### src/rtl/alu_seq.sv
// -----------------------------------------------------------------------------
// alu_seq : sequential N-bit ALU with valid/ready request handshake.
//
// Logic, add and subtract finish in one cycle. Shifts move one bit position
// per clock. The optional multiplier is shift-add and handles one multiplier
// bit per clock. Every result passes through an output register stage, so
// out_valid pulses one cycle after the result is known.
//
// Optional feature macro: ALU_SEQ_MUL_EN
//   defined   : opcode 1010 is an unsigned multiply. It uses the MUL state and
//               a shift-add datapath.
//   undefined : there is no multiplier, and 1010 is treated as A+B.
//
// Ports
//   clk            in   sole clock, rising edge
//   rst            in   asynchronous active-high reset
//   in_valid       in   operation request
//   in_ready       out  high only in IDLE; accept = in_valid & in_ready
//   A, B           in   N-bit operands, sampled at acceptance
//   ALUControl     in   4-bit opcode, sampled at acceptance
//   out_valid      out  one-cycle pulse marking a new result
//   Y              out  registered result, held until the next result
//   negativo, cero, acarreo, desbordamiento
//                  out  registered flags, held together with Y
// -----------------------------------------------------------------------------
module alu_seq #(
  parameter int N = 8
) (
  input  logic         clk,
  input  logic         rst,
  input  logic         in_valid,
  output logic         in_ready,
  input  logic [N-1:0] A,
  input  logic [N-1:0] B,
  input  logic [3:0]   ALUControl,
  output logic         out_valid,
  output logic [N-1:0] Y,
  output logic         negativo,
  output logic         cero,
  output logic         acarreo,
  output logic         desbordamiento
);

  localparam int SW = $clog2(N);
  localparam int CW = SW + 1;   // wide enough to count N multiply iterations

`ifdef ALU_SEQ_MUL_EN
  typedef enum logic [1:0] {IDLE, SHIFT, MUL} state_t;
`else
  typedef enum logic [1:0] {IDLE, SHIFT} state_t;
`endif

  state_t        state_q, state_d;
  logic [N-1:0]  res_q, res_d;       // result, and the shift working value
  logic [1:0]    sh_mode_q, sh_mode_d; // {arithmetic, right} for the shift in flight
  logic [CW-1:0] cnt_q, cnt_d;
  logic          pc_q, pc_d;         // pending carry/borrow/shift-out flag
  logic          pn_q, pn_d;         // pending negative flag
  logic          pv_q, pv_d;         // pending overflow flag
  logic          emit_q, emit_d;     // result is ready for the output stage

`ifdef ALU_SEQ_MUL_EN
  logic [N-1:0]  hi_q, hi_d;         // upper product half; res_q holds the lower half
  logic [N-1:0]  mcand_q, mcand_d;
  logic [N:0]    mul_sum;
`endif

  logic [N-1:0]  y_q;
  logic          out_valid_q, neg_q, zero_q, carry_q, ovf_q;

  logic [N:0]    add_full, sub_full;
  logic [SW-1:0] shamt;

  assign add_full = {1'b0, A} + {1'b0, B};
  assign sub_full = {1'b0, A} - {1'b0, B};   // MSB set means A < B unsigned
  assign shamt    = B[SW-1:0];
  assign in_ready = (state_q == IDLE);

  always_comb begin
    state_d   = state_q;
    res_d     = res_q;
    sh_mode_d = sh_mode_q;
    cnt_d     = cnt_q;
    pc_d      = pc_q;
    pn_d      = pn_q;
    pv_d      = pv_q;
    emit_d    = 1'b0;
`ifdef ALU_SEQ_MUL_EN
    hi_d      = hi_q;
    mcand_d   = mcand_q;
    mul_sum   = '0;
`endif
    case (state_q)
      IDLE: begin
        if (in_valid) begin
          pc_d   = 1'b0;
          pn_d   = 1'b0;
          pv_d   = 1'b0;
          emit_d = 1'b1;
          case (ALUControl)
            4'b0000: res_d = A & B;
            4'b0001: res_d = A | B;
            4'b0010: res_d = ~A;
            4'b0011: res_d = A ^ B;
            4'b0101: begin
              res_d = sub_full[N-1:0];
              pc_d  = sub_full[N];
              pn_d  = sub_full[N-1];
              pv_d  = (A[N-1] != B[N-1]) && (sub_full[N-1] != A[N-1]);
            end
            4'b0110, 4'b0111, 4'b1000, 4'b1001: begin
              res_d     = A;
              sh_mode_d = {ALUControl[3], ALUControl[0]};
              // A zero shift amount is a plain pass-through with no shift-out bit.
              if (shamt != '0) begin
                state_d = SHIFT;
                cnt_d   = CW'(shamt);
                emit_d  = 1'b0;
              end
            end
`ifdef ALU_SEQ_MUL_EN
            4'b1010: begin
              res_d   = B;
              hi_d    = '0;
              mcand_d = A;
              cnt_d   = CW'(N);
              state_d = MUL;
              emit_d  = 1'b0;
            end
`endif
            default: begin
              // Covers 0100 and every otherwise unassigned opcode.
              res_d = add_full[N-1:0];
              pc_d  = add_full[N];
              pn_d  = add_full[N-1];
              pv_d  = (A[N-1] == B[N-1]) && (add_full[N-1] != A[N-1]);
            end
          endcase
        end
      end
      SHIFT: begin
        if (sh_mode_q[0]) begin
          pc_d  = res_q[0];
          res_d = {sh_mode_q[1] & res_q[N-1], res_q[N-1:1]};
        end else begin
          pc_d  = res_q[N-1];
          res_d = {res_q[N-2:0], 1'b0};
        end
        cnt_d = cnt_q - CW'(1);
        if (cnt_q == CW'(1)) begin
          state_d = IDLE;
          emit_d  = 1'b1;
        end
      end
`ifdef ALU_SEQ_MUL_EN
      MUL: begin
        // Add the multiplicand when the current multiplier bit is set. Then
        // shift {carry, hi, lo} right by one. The lower half gradually turns
        // into the low product bits.
        mul_sum = {1'b0, hi_q} + (res_q[0] ? {1'b0, mcand_q} : '0);
        hi_d    = mul_sum[N:1];
        res_d   = {mul_sum[0], res_q[N-1:1]};
        cnt_d   = cnt_q - CW'(1);
        if (cnt_q == CW'(1)) begin
          state_d = IDLE;
          emit_d  = 1'b1;
          pc_d    = |mul_sum[N:1];
        end
      end
`endif
      default: state_d = IDLE;
    endcase
  end

  always_ff @(posedge clk or posedge rst) begin
    if (rst) begin
      state_q     <= IDLE;
      res_q       <= '0;
      sh_mode_q   <= '0;
      cnt_q       <= '0;
      pc_q        <= 1'b0;
      pn_q        <= 1'b0;
      pv_q        <= 1'b0;
      emit_q      <= 1'b0;
`ifdef ALU_SEQ_MUL_EN
      hi_q        <= '0;
      mcand_q     <= '0;
`endif
      y_q         <= '0;
      out_valid_q <= 1'b0;
      neg_q       <= 1'b0;
      zero_q      <= 1'b0;
      carry_q     <= 1'b0;
      ovf_q       <= 1'b0;
    end else begin
      state_q     <= state_d;
      res_q       <= res_d;
      sh_mode_q   <= sh_mode_d;
      cnt_q       <= cnt_d;
      pc_q        <= pc_d;
      pn_q        <= pn_d;
      pv_q        <= pv_d;
      emit_q      <= emit_d;
`ifdef ALU_SEQ_MUL_EN
      hi_q        <= hi_d;
      mcand_q     <= mcand_d;
`endif
      out_valid_q <= emit_q;
      if (emit_q) begin
        y_q     <= res_q;
        zero_q  <= (res_q == '0);
        neg_q   <= pn_q;
        carry_q <= pc_q;
        ovf_q   <= pv_q;
      end
    end
  end

  assign out_valid      = out_valid_q;
  assign Y              = y_q;
  assign negativo       = neg_q;
  assign cero           = zero_q;
  assign acarreo        = carry_q;
  assign desbordamiento = ovf_q;

endmodule

### config.mk
export PLATFORM = sky130hd
export DESIGN_NAME = alu_seq
export DESIGN_NICKNAME = d
export VERILOG_FILES = /design/src/rtl/alu_seq.sv
export SDC_FILE = /design/constraint.sdc
export NUM_CORES = 1
export LEC_CHECK = 0
export ABC_AREA = 1
export BUFFER_PORTS_ARGS = -buffer_cell sky130_fd_sc_hd__buf_4
export CAP_MARGIN = 5
export CORE_UTILIZATION = 35
export DETAILED_ROUTE_END_ITERATION = 16
export GPL_TIMING_DRIVEN = 0
export PLACE_DENSITY = 0.61
export SYNTH_ARGS = -nofsm -noshare
export SYNTH_HDL_FRONTEND = slang
export SYNTH_SLANG_ARGS = --single-unit
### constraint.sdc
create_clock -name clk -period 4.3 [get_ports clk]
set_clock_uncertainty 0.15 [all_clocks]
set_input_delay 0.43 -clock clk [delete_from_list [all_inputs] [get_ports clk]]
set_output_delay 0.43 -clock clk [all_outputs]
set_load 0.02 [all_outputs]
==> results by group, run 1 <==
Power
  – Int Power: 0.845 mW
  – Gate power share: 0.481
  – Sequential share of power: 0.364
  – Switch Pwr: 0.640 mW
  – PwrDens: 446 nW/um^2
  – Worst VDD drop: 0.142 mV
  – Sw frac: 0.431
  – LEAKAGE: 1.81 nW
  – Power share of the clock group: 0.154

Timing
  – RSZ-0062 raised after global routing: false
  – Tcrit/Tclk final: 0.470
  – Setup violations, final: 0
  – Max Freq: 0.495 GHz
  – Tmin final: 2.02 ns
  – Slew margin rel.: 0.626
  – Fin Hold WS: -0.00365 ns
  – Fin Setup TNS: 0 ns
  – Measured slew at the worst slew-check pin: 0.559 ns
  – Final Max Slew Viols: 0
  – Hold Fails Final Rpt: 8

Layout
  – Post-layout nets: 521
  – Multi-input logic area: 1710 um^2
  – Sequential cell area: 801 um^2
  – Commonest non-fill, non-tap cells in the layout: nand2_1 (119), inv_1 (63), nand3_1 (44)
  – Fill count: 842
  – Inserted Diodes: 0
  – Fin area: 3330 um^2
  – P&R area growth vs syn: 18.4%
  – Share of cells above drive strength 1: 0.119
  – Commonest non-fill, non-tap cell in the layout: nand2_1

Critical path
  – Crit path max-delay cell type: ha_1
  – CP Data Arrival Time: 2.01 ns
  – Critical Setup Path Class: input port to flop
  – Worst Setup SP: B[2]
  – Critical Path RT: 4.29 ns
  – CP endpoint kind: flop
  – Startpoint type of the worst setup path: input port
  – Worst path max stage delay: 0.34 ns
  – RR Startpoint: state_q[0]
  – Reg2Reg Setup Slack: 2.65 ns
  – Crit-path most repeated cell: nand2_1
  – Crit-path max FO: 7
  – CP Cell Sequence: buf_4 > inv_1 > ha_1 > inv_1 > nand3_1 > nand2_1 > nand2_1 > nand2_1 > nand2_1 > nand3_1 > nand2_1 > nand2_1 > o21ai_0

Global route
  – First-pass GRT wire length: 12,300 um
  – Vias in the first global route: 2,577
  – Total Routing Usage GR: 0.182
  – Grt total ovfl: 0
  – Largest net degree at the start of global routing: 33
  – Antenna violations before repair: 0

Status
  – Failing checks: negative hold slack
  – Outcome: finished, violations left

Clock tree
  – Clk slew on worst S/H paths: 0.06 ns
  – CTS Hold Bufs: 0
  – PostCTS Resize Cnt: 0
  – Root Buffer: clkbuf_8
  – H-tree levels: 2
  – Clock sinks: 32
  – Max Buffers Root-to-Sink: 2
  – CTS Buf Count: 5
  – CTS tree: done
  – Clk_lat worst skew: 0.27 ns
  – Post CTS Setup Buffer Count: 0

Yosys
  – Main flop type after synthesis: dfrtp_1
  – Number of synthesized register bits: 32
  – Syn Nets: 477
  – Post-Syn Area: 2810 um^2
  – Ys Warns: 0
  – Asr flop ratio synth: 1.00
  – Syn avg cell area: 6.59 um^2
  – Post-synthesis cell type count: 35
  – EDFF count, synth: 0
  – Seq/Total Area, Yosys: 0.285
  – Post-Syn Instances: 426

Route
  – DRT Wirelength: 7150 um
  – DRT Pass-1 Iters: 4
  – Vias per cell: 4.87
  – Drt initial violations: 167
  – Post-DR wirelength/cell: 12.5 um
  – Post-DRT Antenna Nets: 0
  – Via count: 2,790
  – # DRC: 0

Placement
  – Post-DP HPWL: 5600 um
  – Post-DP Area: 3210 um^2
  – I/O Buffers: 36
  – Gpl congestion: 0.900

Die
  – FP Rows: 32
  – I/O pin total: 37
  – Initial core utilization: 0.363
  – Die Y: 91.6 um
  – Core area: 7730 um^2
  – Chip width: 91.6 um
  – Die area: 8380 um^2

Job
  – Max-cap violations: 0

Hold path
  – Hold Path Class: input port to async pin
==> sequential cells by signal (all words and copies together), names as in the netlist <==
| signal | cells |
|---|---|
| state_q | 1 |
| res_q | 8 |
| cnt_q | 4 |
| cero | 1 |
| desbordamiento | 1 |
| pn_q | 1 |
| out_valid | 1 |
| pv_q | 1 |
| sh_mode_q | 2 |
| negativo | 1 |
| acarreo | 1 |
| pc_q | 1 |
| emit_q | 1 |
| Y | 8 |
==> cells by family (layout without fill, tap and decap cells) <==
group / count (synthesis) / count (layout) / share of synthesized area
AO/OA/AOI/OAI: 64 / 64 / 0.126
XOR/XNOR: 3 / 3 / 0.00936
adder cells (fa/ha/maj): 28 / 28 / 0.130
buffers and inverters: 75 / 120 / 0.104
flip-flops: 32 / 32 / 0.285
AND/OR/NAND/NOR: 224 / 224 / 0.345
==> final timing paths <==
check                            end  cells after the start
setup / recovery                pn_q                     13
min in group clk           out_valid                      0
hold / removal              cnt_q[1]                      2
hold reg to reg            out_valid                      0
max in group asynchronous   res_q[3]                      3
setup reg to reg            cnt_q[0]                      5
==> final cells by class <==
| class | count | area share |
|---|---|---|
| flip-flops and latches | 32 | 0.241 |
| clock inverters | 2 | 0.00301 |
| multi-input cells | 319 | 0.515 |
| well taps | 102 | 0.0384 |
| plain buffers | 10 | 0.0147 |
| inverters | 65 | 0.0734 |
| clock buffers | 6 | 0.0248 |
| repair buffers | 37 | 0.0895 |
==> per-layer routing <==
layer  GRT usage  up-vias  wire length, um
li1            -     1455                -
met3      0.0251        6              291
met2       0.315       63             3360
met5           0        -                0
met1       0.238     1266             3450
met4      0.0463        0               45
==> stage by stage <==
stage | hold slack (ns) | utilization | power, mW | std cells | setup WS [ns]
after global placement | 0.208 | 0.415 | 1.24 | 564 | 2.03
after global routing | 0.0220 | 0.430 | 1.64 | 573 | 2.09
after detailed placement | 0.219 | 0.415 | 1.26 | 564 | 2.01
after CTS | 0.234 | 0.427 | 1.50 | 572 | 2.30
after floorplan | 0.202 | - | 1.02 | 426 | 2.38
final | -0.00365 | 0.430 | 1.48 | 573 | 2.28
==> power groups by stage <==
stage	Sequential [mW]	Combinational (mW)	Clock, mW
finish	0.541	0.715	0.229
global route	0.562	0.823	0.257
CTS	0.542	0.717	0.240
detailed placement	0.547	0.715	0
global placement	0.540	0.701	0
floorplan	0.585	0.432	0
==> synth_stat cells (all sizes together) (3+ instances only) <==
library cell,count,area [um^2]
nand2,121,459
inv,64,240
nand3,45,230
nor2,39,154
dfrtp,32,801
ha,26,325
o21ai,26,130
a21oi,22,110
o22ai,7,43.8
nand4,6,37.5
nor3,6,41.3
buf,5,30.0
clkbuf,5,18.8
nor4,3,18.8
==> critical path: cells and delay by family <==
kind,cells,cell delay (ns)
AOI/OAI and AO/OA,1,0.08
adders and majority gates,1,0.34
buffers and inverters,3,0.44
and+or+nand+nor,8,0.72
Note: power is estimated with default switching activity, not from simulation.
==> inputs of run 2 (changes only) <==
==> constraint.sdc (replaced) <==
create_clock -name clk -period 2.1 [get_ports clk]
set_clock_uncertainty 0.15 [all_clocks]
set_input_delay 0.21 -clock clk [delete_from_list [all_inputs] [get_ports clk]]
set_output_delay 0.21 -clock clk [all_outputs]
set_load 0.02 [all_outputs]
==> run 2 against run 1 <==
The flow now finishes without violations. Global-route usage unchanged. Total power rose by 100%. Highest routed layer unchanged. Clock power is 100% higher.
==> results by group, run 2 (synthesis gave the netlist of run 1 again) <==
Critical path
  – Reg2Reg Setup Slack: 0.45 ns (-2.20 ns)
  – Crit-path most repeated cell: nand2_1
  – Worst r2r dst: cnt_q[0]
  – Timing endpoint of the critical path: pn_q
  – Critical Path RT: 2.09 ns (-2.20 ns)
  – CP Data Arrival Time: 1.79 ns (-0.22 ns)
  – Crit-path max FO: 7 (unchanged)
  – RR Startpoint: state_q[0]
  – Worst Setup SP: B[2]
  – Worst path max stage delay: 0.34 ns (about the same)
  – Startpoint type of the worst setup path: input port
  – Worst-case reg-to-reg path depth: 5 (unchanged)
  – CP endpoint kind: flop
  – CP Cell Sequence: buf_4 > inv_1 > ha_1 > inv_1 > nand3_1 > nand2_1 > nand2_1 > nand2_1 > nand2_1 > nand3_1 > nand2_1 > nand2_1 > o21ai_0
  – Crit path max-delay cell type: ha_1
  – Critical Setup Path Class: input port to flop

Power
  – LEAKAGE: 1.82 nW (+0.23%)
  – Worst VDD drop: 0.290 mV (+100%)
  – PwrDens: 912 nW/um^2 (+100%)
  – Final Power: 3.04 mW (+100%)

Timing
  – Max Freq: 0.555 GHz
  – RSZ-0062 raised after global routing: false
  – Measured slew at the worst slew-check pin: 0.563 ns (+0.00361 ns)
  – Slew margin rel.: 0.624 (-0.00241)
  – Setup violations, final: 0 (unchanged)
  – Fin Setup TNS: 0 ns (unchanged)
  – Setup slack after layout: 0.298 ns (-1.98 ns)
  – Fin Hold WS: 0.154 ns (+0.157 ns)
  – Tcrit/Tclk final: 0.858
  – Final Max Slew Viols: 0 (unchanged)
  – Tmin final: 1.80 ns
  – Hold Fails Final Rpt: 0 (-8)

Global route
  – Grt total ovfl: 0 (unchanged)
  – Antenna violations before repair: 0 (unchanged)
  – First-pass GRT wire length: 12,300 um (unchanged)
  – Total Routing Usage GR: 0.182 (unchanged)
  – Largest net degree at the start of global routing: 33 (unchanged)
  – Vias in the first global route: 2,577 (unchanged)

Placement
  – Gpl congestion: 0.900 (unchanged)
  – Pre-CTS WS: 0.0285 ns (-1.98 ns)
  – Post-DP Area: 3210 um^2 (unchanged)
  – I/O Buffers: 36 (unchanged)
  – Dpl cells: 564 (unchanged)
  – Post-DP HPWL: 5600 um (unchanged)

Route
  – DRT Pass-1 Iters: 4 (unchanged)
  – Post-DR wirelength/cell: 12.5 um (+0.22%)
  – Drt initial violations: 147 (-12%)
  – Post-DRT Antenna Nets: 0 (unchanged)
  – Metal2 WL: 3380 um (+0.54%)
  – DRT Wirelength: 7180 um (+0.39%)
  – # DRC: 0 (unchanged)
  – Highest routed layer: met4
  – Met1 Wirelength: 3420 um (-0.67%)
  – Via count: 2,794 (+0.14%)
  – Vias per cell: 4.87 (about the same)
  – Met3 WL: 328 um (+13%)

Clock tree
  – Clk slew on worst S/H paths: 0.06 ns (about the same)
  – Clock sinks: 32 (unchanged)
  – PostCTS Resize Cnt: 0 (unchanged)
  – H-tree levels: 2 (unchanged)
  – Max Buffers Root-to-Sink: 2 (unchanged)
  – CTS Buf Count: 5 (unchanged)
  – CTS tree: done
  – Post CTS Setup Buffer Count: 0 (unchanged)
  – Clk_lat worst skew: 0.27 ns (about the same)
  – Root Buffer: clkbuf_8

Layout
  – Share of cells above drive strength 1: 0.119 (-0.000252)
  – Final Non-Filler Cells: 574 (+0.17%)
  – Final core occ: 0.432 (+0.00130)
  – Fin area: 3340 um^2 (+0.30%)
  – Commonest non-fill, non-tap cells in the layout: nand2_1 (119), inv_1 (63), nand3_1 (44)
  – P&R area growth vs syn: 18.8%
  – Commonest non-fill, non-tap cell in the layout: nand2_1
  – Post-layout nets: 522 (+0.19%)
  – Inserted Diodes: 0 (unchanged)

Die
  – Die area: 8380 um^2 (unchanged)
  – Chip width: 91.6 um (unchanged)
  – I/O pin total: 37 (unchanged)
  – Initial core utilization: 0.363 (unchanged)
  – Core area: 7730 um^2 (unchanged)
  – FP Rows: 32 (unchanged)
  – Die Y: 91.6 um (unchanged)

Hold path
  – Hold Path Class: input port to flop

Job
  – Max-cap violations: 0 (unchanged)

Status
  – Outcome: finished, final reports clean
run 2: worst max-delay path, delay by kind of cell:
family / cells / cell delay, ns
compound gates: 1 / 0.08
buf+inv: 3 / 0.44
simple gates: 8 / 0.72
fa+ha+maj: 1 / 0.34
run 2: final cells by class:
type | instances | area [um^2]
Sequential cell | 32 | 801
Multi-Input combinational cell | 319 | 1710
Inverter | 65 | 244
Timing Repair Buffer | 38 | 308
Buffer | 10 | 48.8
Fill cell | 841 | 4390
Clock buffer | 6 | 82.6
Clock inverter | 2 | 10.0
Tap cell | 102 | 128
run 2: routing by layer:
metal | global-route usage | vias up
li1 | - | 1461
met1 | 0.238 | 1259
met2 | 0.315 | 70
met3 | 0.0251 | 4
met4 | 0.0463 | 0
met5 | 0 | -
run 2: repair_timing:
| action | CTS | global route |
|---|---|---|
| endpoints found under the setup margin | 0 | 0 |
| hold buffers | 0 | 1 |
| hold endpoints to repair | 0 | 8 |
run 2: worst min path at each step:
| stage | from | end | slack (ns) | cells after the start |
|---|---|---|---|---|
| after floorplan | rst | Y[0] | 0.18 | 1 |
| after global placement | emit_q | out_valid | 0.21 | 0 |
| after detailed placement | emit_q | out_valid | 0.22 | 0 |
| after CTS | rst | Y[2] | 0.15 | 2 |
| after global routing | ALUControl[0] | sh_mode_q[0] | 0.19 | 3 |
| final | ALUControl[0] | sh_mode_q[0] | 0.15 | 3 |
run 2: power by group:
part | switching [mW] | internal [mW] | leakage [nW]
clock network | 0.209 | 0.261 | 0.0510
logic | 0.894 | 0.569 | 1.37
registers | 0.207 | 0.901 | 0.401
==> inputs of run 3 (changes only) <==
--- a/config.mk
+++ b/config.mk
@@ -12,6 +12,7 @@
 export DETAILED_ROUTE_END_ITERATION = 16
 export GPL_TIMING_DRIVEN = 0
 export PLACE_DENSITY = 0.61
+export SETUP_SLACK_MARGIN = 0.4
 export SYNTH_ARGS = -nofsm -noshare
 export SYNTH_HDL_FRONTEND = slang
 export SYNTH_SLANG_ARGS = --single-unit
==> run 3 against run 2 <==
Routed wire length up 2.5%. Utilization up 1.8 points. Critical path type unchanged. Hold slack worse by 0.0079 ns. Non-clock buffer count up 2. Register-to-register slack better by 0.09 ns. Global-route usage up 0.25 points. Sequential cell count unchanged. Via count up 0.47%. Clock power up 2%. Critical endpoint unchanged. Sequential share of layout area down 0.98 points. Total power up 2.2%.
==> results by group, run 3 (synthesis gave the netlist of run 1 again) <==
Global route
  – Largest net degree at the start of global routing: 33 (unchanged)
  – Vias in the first global route: 2,621 (+1.7%)
  – Grt total ovfl: 0 (unchanged)
  – Antenna violations before repair: 0 (unchanged)
  – Total Routing Usage GR: 0.185 (+0.00245)
  – First-pass GRT wire length: 12,500 um (+1.6%)

Die
  – Initial core utilization: 0.363 (unchanged)
  – FP Rows: 32 (unchanged)
  – Core area: 7730 um^2 (unchanged)
  – Die Y: 91.6 um (unchanged)
  – Chip width: 91.6 um (unchanged)
  – Die area: 8380 um^2 (unchanged)
  – I/O pin total: 37 (unchanged)

Critical path
  – Crit-path max FO: 4 (-3)
  – Critical Setup Path Class: input port to flop
  – CP endpoint kind: flop
  – Worst Setup SP: A[1]
  – Startpoint type of the worst setup path: input port
  – Crit path max-delay cell type: ha_1
  – CP Data Arrival Time: 1.67 ns (-0.12 ns)
  – Family with the most delay on the worst path: simple AND/OR/NAND/NOR gates
  – Critical Path RT: 2.10 ns (about the same)
  – RR Startpoint: state_q[0]
  – Crit-path most repeated cell: nand2_1
  – Buf/Inv on CP: 3 (unchanged)
  – Worst path max stage delay: 0.33 ns (about the same)
  – CP Cell Sequence: buf_4 > clkinvlp_4 > ha_1 > inv_1 > nand3_1 > nand2_1 > nand2_2 > nand2_1 > nand2_1 > nand3_1 > nand2_1 > nand2_1 > o21ai_0

Clock tree
  – Clk_lat worst skew: 0.28 ns (about the same)
  – CTS tree: done
  – Root Buffer: clkbuf_8
  – Clock sinks: 32 (unchanged)
  – Clk slew on worst S/H paths: 0.06 ns (about the same)
  – H-tree levels: 2 (unchanged)
  – CTS Buf Count: 5 (unchanged)
  – Max Buffers Root-to-Sink: 2 (unchanged)

Timing
  – Tmin final: 1.67 ns (-0.135 ns)
  – RSZ-0062 raised after global routing: true
  – Max Freq: 0.600 GHz (+8.1%)
  – Setup violations, final: 0 (unchanged)
  – Final Max Slew Viols: 0 (unchanged)
  – Slew margin rel.: 0.616 (-0.00717)
  – Setup slack after layout: 0.433 ns (+0.135 ns)
  – Tcrit/Tclk final: 0.794 (-0.0642)
  – Fin Setup TNS: 0 ns (unchanged)
  – Measured slew at the worst slew-check pin: 0.573 ns (+0.0107 ns)
  – Hold Fails Final Rpt: 0 (unchanged)

Route
  – Post-DRT Antenna Nets: 0 (unchanged)
  – DRT Pass-1 Iters: 4 (unchanged)
  – Drt initial violations: 163 (+11%)
  – Vias per cell: 4.87 (+0.12%)
  – Via count: 2,807 (+0.47%)
  – # DRC: 0 (unchanged)
  – Post-DR wirelength/cell: 12.8 um (+2.1%)
  – DRT Wirelength: 7360 um (+2.5%)

Layout
  – P&R area growth vs syn: 23.8%
  – Share of cells above drive strength 1: 0.181 (+0.0628)
  – Inserted Diodes: 0 (unchanged)
  – Post-layout nets: 524 (+0.38%)
  – Commonest non-fill, non-tap cells in the layout: nand2_1 (111), inv_1 (59), nand3_1 (43)
  – Commonest non-fill, non-tap cell in the layout: nand2_1

Power
  – PwrDens: 894 nW/um^2 (-2.0%)
  – LEAKAGE: 1.83 nW (+0.80%)
  – Worst VDD drop: 0.286 mV (-1.5%)

Placement
  – Gpl congestion: 0.897 (-0.37%)
  – I/O Buffers: 36 (unchanged)
  – Post-DP HPWL: 5590 um (about the same)
  – Pre-CTS WS: 0.0243 ns (-0.00422 ns)

Job
  – Max-cap violations: 0 (unchanged)

Status
  – Outcome: finished, final reports clean

Hold path
  – Hold Path Class: input port to flop
  – Hold_sp: ALUControl[0]
## run 3: changes by cell type in the layout (fill, tap and decap cells not counted), sizes merged
cell	before	now
clkbuf	11	12
inv	64	63
clkinvlp	0	1
buf	42	43
## run 3: layer usage
metal,up-vias,track usage,part of all wire
li1,1466,-,-
met1,1272,0.242,0.47
met2,59,0.310,0.48
met3,10,0.0285,0.038
met4,0,0.0608,0.013
met5,-,0,0
## run 3: what timing repair did
item                                    CTS  global route
hold buffers                              0             1
resized for setup                         8            30
cloned                                    0             0
pin swaps                                 1             6
endpoints found under the setup margin    3            15
setup buffers                             0             2
endpoints found under the hold margin     0             9
## run 3: per-stage QoR
step	total power, mW	instance area, um^2	hold slack (ns)	std cells	utilization
6_report	3.11	3480	0.146	576	0.450
5_1_grt	3.40	3480	0.182	576	0.450
4_1_cts	3.08	3330	0.138	572	0.431
3_5_place_dp	2.58	3210	0.217	564	0.415
3_3_place_gp	2.54	3210	0.207	564	0.415
2_1_floorplan	2.08	2810	0.176	426	-
## run 3: worst reg2reg max path: cells and delay by family, from the launching register on
family	cells	cell delay, ns
compound gates	2	0.23
buf+inv	1	0.17
flops	1	0.41
simple gates	2	0.49
## run 3: layout make-up
| cell class | count | area (um^2) |
|---|---|---|
| Buffer | 10 | 57.6 |
| Clock buffer | 6 | 82.6 |
| Clock inverter | 2 | 10.0 |
| Fill cell | 836 | 4250 |
| Inverter | 65 | 248 |
| Multi-Input combinational cell | 319 | 1830 |
| Sequential cell | 32 | 801 |
| Tap cell | 102 | 128 |
| Timing Repair Buffer | 40 | 323 |
## run 3: path summary, 6_finish.rpt
kind,endpoint,slack [ns],depth (start not counted)
worst max register to register,cnt_q[0],0.54,5
min in group asynchronous,cnt_q[3],0.35,3
worst min-delay path,sh_mode_q[0],0.15,3
max in group asynchronous,pv_q,0.98,4
worst max-delay path,pn_q,0.43,13
worst min register to register,out_valid,0.23,0
## run 3: where the power goes
| part | internal [mW] | switching (mW) | total, mW |
|---|---|---|---|
| registers | 0.901 | 0.210 | 1.11 |
| logic | 0.600 | 0.918 | 1.52 |
| clock network | 0.261 | 0.219 | 0.480 |
| total | 1.76 | 1.35 | 3.11 |
